==> src/rtl/buffer_load_ctrl.sv <==
// buffer_load_ctrl: fills the banked operand buffer two 16-bit banks per
// input word, then broadcasts a programmable number of shift cycles.
// All buf_* outputs and done are registered, so they trail the FSM state by
// one cycle.
module buffer_load_ctrl #(
  parameter int ARR_SIZE = 4,
  parameter int ADDR_W   = 7
) (
  input  logic              clk,
  input  logic              rst,
  input  logic              start,
  input  logic [7:0]        num_shifts,
  input  logic              in_valid,
  input  logic [31:0]       in_data,
  output logic              in_ready,
  output logic [31:0]       buf_data,
  output logic [ADDR_W-1:0] buf_addr,
  output logic [1:0]        buf_state,
  output logic              busy,
  output logic              done
);

  typedef enum logic [1:0] {
    IDLE  = 2'd0,
    LOAD  = 2'd1,
    SHIFT = 2'd2,
    DONE  = 2'd3
  } state_t;

  localparam logic [1:0] BUF_HOLD  = 2'b00;
  localparam logic [1:0] BUF_WRITE = 2'b10;
  localparam logic [1:0] BUF_SHIFT = 2'b01;

  // Odd bank counts still take a full word on the last beat; the buffer
  // drops the upper half that would land beyond the last bank.
  localparam int                BEATS    = (ARR_SIZE + 1) / 2;
  localparam logic [ADDR_W-1:0] LAST_PTR = ADDR_W'(2 * (BEATS - 1));

  state_t            state, state_n;
  logic [ADDR_W-1:0] ptr;
  logic [7:0]        cnt;
  logic              start_ok;
  logic              beat;
  logic              last_beat;

  // The done pulse is registered, so in its cycle the state register already
  // reads IDLE; holding off start for that cycle keeps DONE->IDLE handoff
  // clean and a new command is taken only in the cycle after done.
  assign start_ok  = (state == IDLE) && start && !done;
  assign beat      = in_valid && in_ready;
  assign last_beat = beat && (ptr == LAST_PTR);

  // State register.
  always_ff @(posedge clk) begin
    // NOTE: sequential state uses non-blocking assignments so every register
    // samples pre-edge values regardless of block ordering.
    if (rst) state <= IDLE;
    else     state <= state_n;
  end

  // Next-state decode plus the state-only handshake outputs.
  always_comb begin
    // NOTE: every signal written here gets a default first, so no path can
    // leave one unassigned and infer a latch.
    state_n  = state;
    in_ready = 1'b0;
    busy     = 1'b0;
    case (state)
      IDLE: begin
        if (start_ok) state_n = LOAD;
      end
      LOAD: begin
        in_ready = 1'b1;
        busy     = 1'b1;
        if (last_beat) state_n = (cnt != 8'd0) ? SHIFT : DONE;
      end
      SHIFT: begin
        busy = 1'b1;
        if (cnt == 8'd1) state_n = DONE;
      end
      DONE: begin
        // Last cycle of the command seen from outside; done follows next.
        busy    = 1'b1;
        state_n = IDLE;
      end
      default: state_n = IDLE;
    endcase
  end

  // Write pointer, shift counter and registered buffer-port outputs.
  always_ff @(posedge clk) begin
    if (rst) begin
      ptr       <= '0;
      cnt       <= 8'd0;
      buf_data  <= 32'd0;
      buf_addr  <= '0;
      buf_state <= BUF_HOLD;
      done      <= 1'b0;
    end else begin
      // Idle bus is all zeros so the buffer inputs never toggle needlessly.
      buf_data  <= 32'd0;
      buf_addr  <= '0;
      buf_state <= BUF_HOLD;
      done      <= (state == DONE);
      case (state)
        IDLE: begin
          if (start_ok) begin
            ptr <= '0;
            cnt <= num_shifts;
          end
        end
        LOAD: begin
          if (beat) begin
            buf_data  <= in_data;
            buf_addr  <= ptr;
            buf_state <= BUF_WRITE;
            // Pointer parks on the last pair so it never runs past the array.
            if (ptr != LAST_PTR) ptr <= ptr + ADDR_W'(2);
          end
        end
        SHIFT: begin
          buf_state <= BUF_SHIFT;
          cnt       <= cnt - 8'd1;
        end
        default: ;
      endcase
    end
  end

endmodule

==> config.mk <==
export PLATFORM = sky130hd
export DESIGN_NAME = buffer_load_ctrl
export DESIGN_NICKNAME = d
export VERILOG_FILES = /design/src/rtl/buffer_load_ctrl.sv
export SDC_FILE = /design/constraint.sdc
export NUM_CORES = 1
export LEC_CHECK = 0
export BUFFER_PORTS_ARGS = -buffer_cell sky130_fd_sc_hd__buf_2
export CAP_MARGIN = 20
export CORE_MARGIN = 5
export CORE_UTILIZATION = 30
export CTS_CLUSTER_DIAMETER = 150
export DETAILED_ROUTE_END_ITERATION = 16
export GPL_TIMING_DRIVEN = 0
export SLEW_MARGIN = 20
export SYNTH_ARGS = -nofsm -noshare
export SYNTH_HDL_FRONTEND = slang
export SYNTH_SLANG_ARGS = --single-unit
==> constraint.sdc <==
create_clock -name clk -period 6.13 [get_ports clk]
set_clock_uncertainty 0.15 [all_clocks]
set_input_delay 0.613 -clock clk [delete_from_list [all_inputs] [get_ports clk]]
set_output_delay 0.613 -clock clk [all_outputs]
set_load 0.01 [all_outputs]
# --- Word-level counts from Yosys, hierarchy flattened ---
# Index checks and enable logic that the tools add are counted.
totals:
  register_bits: 59
  output_inout_bits: 44
  in_bits: 44
classes:
  addsub: 2
  n_reduce_logical: 14
  mux: 15
  n_bitwise: 2
  eq_ne: 11
op_table:
  columns: ["operator", "count"]
  rows:
  - ["$mux W7", 3]
  - ["$pmux W8 S2", 1]
  - ["$pmux W7 S2", 1]
  - ["$ne A2 B2 Y1 const B", 5]
  - ["$eq A8 B1 Y1 const B", 1]
  - ["$mux W2", 4]
  - ["$mux W8", 1]
  - ["$pmux W2 S4", 1]
  - ["$reduce_bool A8 Y1", 1]
  - ["$sub A8 B1 Y8 const B", 1]
  - ["$add A7 B2 Y7 const B", 1]
  - ["$eq A7 B2 Y1 const B", 1]
  - ["$ne A7 B2 Y1 const B", 1]
  - ["$reduce_or A3 Y1", 2]
  - ["$eq A2 B2 Y1 const B", 2]
  - ["$logic_and A1 B1 Y1", 4]
  - ["$pmux W2 S2", 1]
  - ["$reduce_and A4 Y1", 1]
  - ["$reduce_bool A2 Y1", 2]
  - ["$mux W1", 3]
  - ["$reduce_and A3 Y1", 1]
  - ["$eq A2 B1 Y1 const B", 1]
  - ["$logic_not A2 Y1", 1]
  - ["$not A1 Y1", 2]
  - ["other kinds (2)", 2]

# --- Logic depth before layout (Yosys ltp) ---
logic_depth:
  word_depth: 6
  depth_mapped: 8

# --- Worst setup path before layout ---
# OpenSTA, ideal clock, no wires.
synth_timing:
  path_kind: "reg-to-reg"
  start: "register state[1]"
  end: "register ptr[1]"
  slack_ns: 3.925
  n_path_buf: 1
  stages_incl_launch_ff: 8
  required_time_ns: 5.910
  arrival_ns: 1.985
  period_less_slack_ns: 2.205
  cell_sequence: "dfxtp_1 inv_1 ha_1 nor2b_1 o22ai_1 clkbuf_1 or4b_2 a21oi_1"
synth_between:
  elab_chain_cells: 5
  word_cells_on_any_way: 12
  cone_classes: "eq/ne (4); mux (2); reduce/logical (6)"
synth_rtl:
  columns: ["element", "line", "text"]
  rows:
  - ["start: declaration", "39", "state_t state, state_n;"]
  - ["start signal: assignment", "58", "else state <= state_n;"]
  - ["$eq A2 B1 Y1", "68", "case (state)"]
  - ["$mux W1", "68", null]
  - ["via in_ready", "15", "output logic in_ready,"]
  - ["$logic_and A1 B1 Y1", "50", "assign beat = in_valid && in_ready;"]
  - ["$ne A2 B2 Y1 (no source line)", null, null]
  - ["$reduce_and A4 Y1 (no source line)", null, null]
  - ["end signal: assignment", "118", "if (ptr != LAST_PTR) ptr <= ptr + ADDR_W'(2);"]
  - ["end: declaration", "40", "logic [ADDR_W-1:0] ptr;"]
# The timed path passes the listed nets, and every way through them passes these cells.
# A chain may end at the register's enable or synchronous reset.

# --- Worst setup path after layout ---
layout_timing:
  start: "register state[1]"
  end: "register ptr[1]"
layout_between:
  elab_chain_cells: 5
  word_cells_on_any_way: 12
  cone_classes: "eq/ne (4); mux (2); reduce/logical (6)"
layout_rtl:
  columns: ["element", "line"]
  rows:
  - ["$eq A2 B1 Y1 or $logic_not A2 Y1 (tied branches)", "68, 105, 49"]
  - ["$mux W1 or $logic_and A1 B1 Y1 (tied branches)", "68, 49"]
  - ["$logic_and A1 B1 Y1, on equally long branches", "50, 49"]
  - ["$ne A2 B2 Y1 (no source line)", null]
  - ["$reduce_and A4 Y1 (no source line)", null]
# Parallel ways exist; a longest one is shown, timed or not.

==> results.sh <==
export IMPL_cts_htree_levels=3
export IMPL_required_ns=6.24
export IMPL_clkSlewWorstSetupHoldPaths_ns=0.07
export IMPL_die_y_um=95.73
export IMPL_ant_nets=0
export IMPL_synthFlopType="dfxtp_1"
export IMPL_r2r_start="state[1]$_SDFFE_PP0P_"
export IMPL_wl_per_cell_um=11.94
export IMPL_powerDensity_nw_per_um2=400.2
export IMPL_yosysMostFrequentCell="dfxtp_1"
export IMPL_diodes=0
export IMPL_cts_root_buf="clkbuf_8"
export IMPL_tritoncts="yes"
export IMPL_clock_sinks=57
export IMPL_synth_area_leaders="dfxtp_1 (52%), and2_1 (11%), ha_1 (5.7%), a21oi_1 (3.2%), clkbuf_1 (2.0%)"
export IMPL_finalCriticalPeriod_ns=2.492
export IMPL_drt_total_wl_um=5061
export IMPL_die_width_um=95.73
export IMPL_rsz0062_at_grt="false"
export IMPL_insertion_delay_ns=0.33
export IMPL_core_area_um2=7214
export IMPL_switching_share_pct=32.81
export IMPL_reg2reg_depth=7
export IMPL_total_leakage_power_nw=1.365
export IMPL_cp_startpoint="state[1]$_SDFFE_PP0P_"
export IMPL_finalCritPeriodShare_pct=40.66
export IMPL_power_frac_clock_pct=32.3
export IMPL_synth_cell_types=41
export IMPL_drt_first_pass_iters=4
export IMPL_layout_nets=374
export IMPL_hold_buffers=0
export IMPL_hpwlAfterDp_um=3778
export IMPL_synthesis_area_um2=2205
export IMPL_slew_headroom_pct=55.80
export IMPL_syn_to_final_growth_pct=34.90
export IMPL_finalNonFillerCells=424
export IMPL_port_buffers=85
export IMPL_io_pins=88
export IMPL_hold_class="input pin to register"
export IMPL_synth_edf_count=0
export IMPL_post_cts_resized=0
export IMPL_drc=0
export IMPL_maxSlewViolCount=0
export IMPL_overflow=0
export IMPL_cp_data_arrival_time_ns=2.60
export IMPL_min_to="buf_data[15]$_SDFF_PP0_"
export IMPL_irDropWorstVdd_mv=0.1895
export IMPL_max_freq_mhz=401.2
export IMPL_die_area_um2=9163
export IMPL_syn_inst=224
export IMPL_drive_above_1_share_pct=33.23
export IMPL_status="finished, final reports clean"
export IMPL_place_ws_ns=3.701
export IMPL_yosysTopAreaCell="dfxtp_1"
export IMPL_rows=31
export IMPL_cts_inserted_buffers=9
export IMPL_final_setup_viol_count=0
export IMPL_switchingPower_mw=0.3905
export IMPL_hold_slack_ns=0.3239
export IMPL_start_util_pct=30.56
export IMPL_power_mw=1.190
export IMPL_grt_pass1_vias=1697
export IMPL_worst_pin_slew_ns=0.6575
export IMPL_fill_cells=764
export IMPL_cts_buffer_depth=2
export IMPL_intPower_mw=0.7997
export IMPL_hold_viol_final=0
export IMPL_hold_start="in_data[15]"
export IMPL_gp_congestion=0.8200
export IMPL_path_class="register to register"
export IMPL_fin_ws_ns=3.638
export IMPL_path_max_fanout=10
export IMPL_tns_ns=0
export IMPL_maxCapViolCount=0
export IMPL_cts_setup_buffers=0
export IMPL_yosys_warnings=0
export IMPL_yosysSeqAreaShare_pct=51.76
export IMPL_ys_seq_elements=57
export IMPL_antenna_found_initial=0
export IMPL_vias=1850
export IMPL_seqPwrFrac_pct=37.9
export IMPL_r2r_end="ptr[1]$_SDFFE_PP0P_"
export IMPL_pwr_share_comb_pct=29.7
export IMPL_synth_top_area_share_pct=51.76
export IMPL_avgViaCountPerCell=4.363
export IMPL_first_iter_violations=59
export IMPL_r2r_setup_slack_ns=3.64
export IMPL_syn_nets=278
export IMPL_grt_pass1_wl_um=7762
export IMPL_async_flop_share_pct=0
export IMPL_grt_max_degree=11
export IMPL_holdPathStages=2
export IMPL_cp_start_kind="register"
export IMPL_ys_top_cells_by_count="dfxtp_1 (57), and2_1 (39), a21oi_1 (14)"
export IMPL_avgSynthCellArea_um2=9.842
export IMPL_grt_total_usage_pct=11.13
export IMPL_dp_cells=408
export IMPL_critPathCaptureType="register"
[kinds of logic (layout without fill, tap and decap cells)]
logic type	Yosys count	count (layout)	synth area share, %
fa+ha+maj	10	10	5.675
flops	57	57	51.76
mux	3	3	1.419
simple gates	87	87	23.84
compound gates	44	44	13.22
buf+inv	22	123	3.916
other cells	1	1	0.1701
[flip-flops by register name, summed over array words and instances (netlist names)]
name and count:
buf_data 32, cnt 8, buf_addr 6, ptr 6, buf_state 2, state 2, done 1
[critical path: stages (launching register included)]
cell      delay (ns)
dfxtp_1         0.44
inv_1           0.12
ha_1            0.29
nor2b_1         0.26
o22ai_1         0.16
clkbuf_1        0.23
or4b_2          0.63
a21oi_1         0.13
[power groups by stage]
stage	combinational [mW]	clock, mW	sequential [mW]
finish	0.354	0.385	0.452
global route	0.399	0.412	0.458
CTS	0.356	0.398	0.451
detailed placement	0.354	0	0.458
global placement	0.352	0	0.458
floorplan	0.247	0	0.460
[layer usage]
metal  wire length [um]  vias up  global-route usage (%)
li1                   -      960                       -
met4                 97        0                   5.687
met3                471        9                   4.769
met5                  0        -                       0
met1               2088      821                   12.73
met2               2404       60                   17.66
[layout make-up]
type                    instances  area [um^2]  share of cell area, %
flip-flops and latches         57         1141                  38.37
repair buffers                 85        425.4                  14.30
well taps                      99        123.9                  4.165
clock inverters                 5        78.83                  2.650
inverters                       9        33.78                  1.136
clock buffers                  11        141.4                  4.754
plain buffers                  13        52.55                  1.767
multi-input cells             145        977.2                  32.86
[how the worst max path moves through the flow]
stage / cells after the start / to / slack, ns
5_1_grt: 7 / ptr[1]$_SDFFE_PP0P_ / 3.48
3_5_place_dp: 7 / ptr[1]$_SDFFE_PP0P_ / 3.70
2_1_floorplan: 7 / ptr[1]$_SDFFE_PP0P_ / 3.92
4_1_cts: 7 / ptr[1]$_SDFFE_PP0P_ / 3.66
3_3_place_gp: 7 / ptr[1]$_SDFFE_PP0P_ / 3.70
6_report: 7 / ptr[1]$_SDFFE_PP0P_ / 3.64
[cells in the final DEF, fill, tap and decap left out, types with 4 or more instances in the layout]
master / n
a211oi_1: 4
a21oi_1: 14
and2_1: 39
buf_2: 85
clkbuf_1: 13
clkbuf_8: 10
dfxtp_1: 57
ha_1: 10
inv_1: 9
nand2_1: 10
nor2_1: 4
nor2b_1: 6
nor3_1: 4
o21ai_0: 8
o31ai_1: 5
or4_1: 5
[metrics by stage]
step	area, um^2	util, %
2_1_floorplan	2205	-
4_1_cts	2974	41.22
6_report	2974	41.22
3_3_place_gp	2754	38.17
3_5_place_dp	2754	38.17
5_1_grt	2974	41.22
No activity file was read; power rests on OpenSTA's default activity.
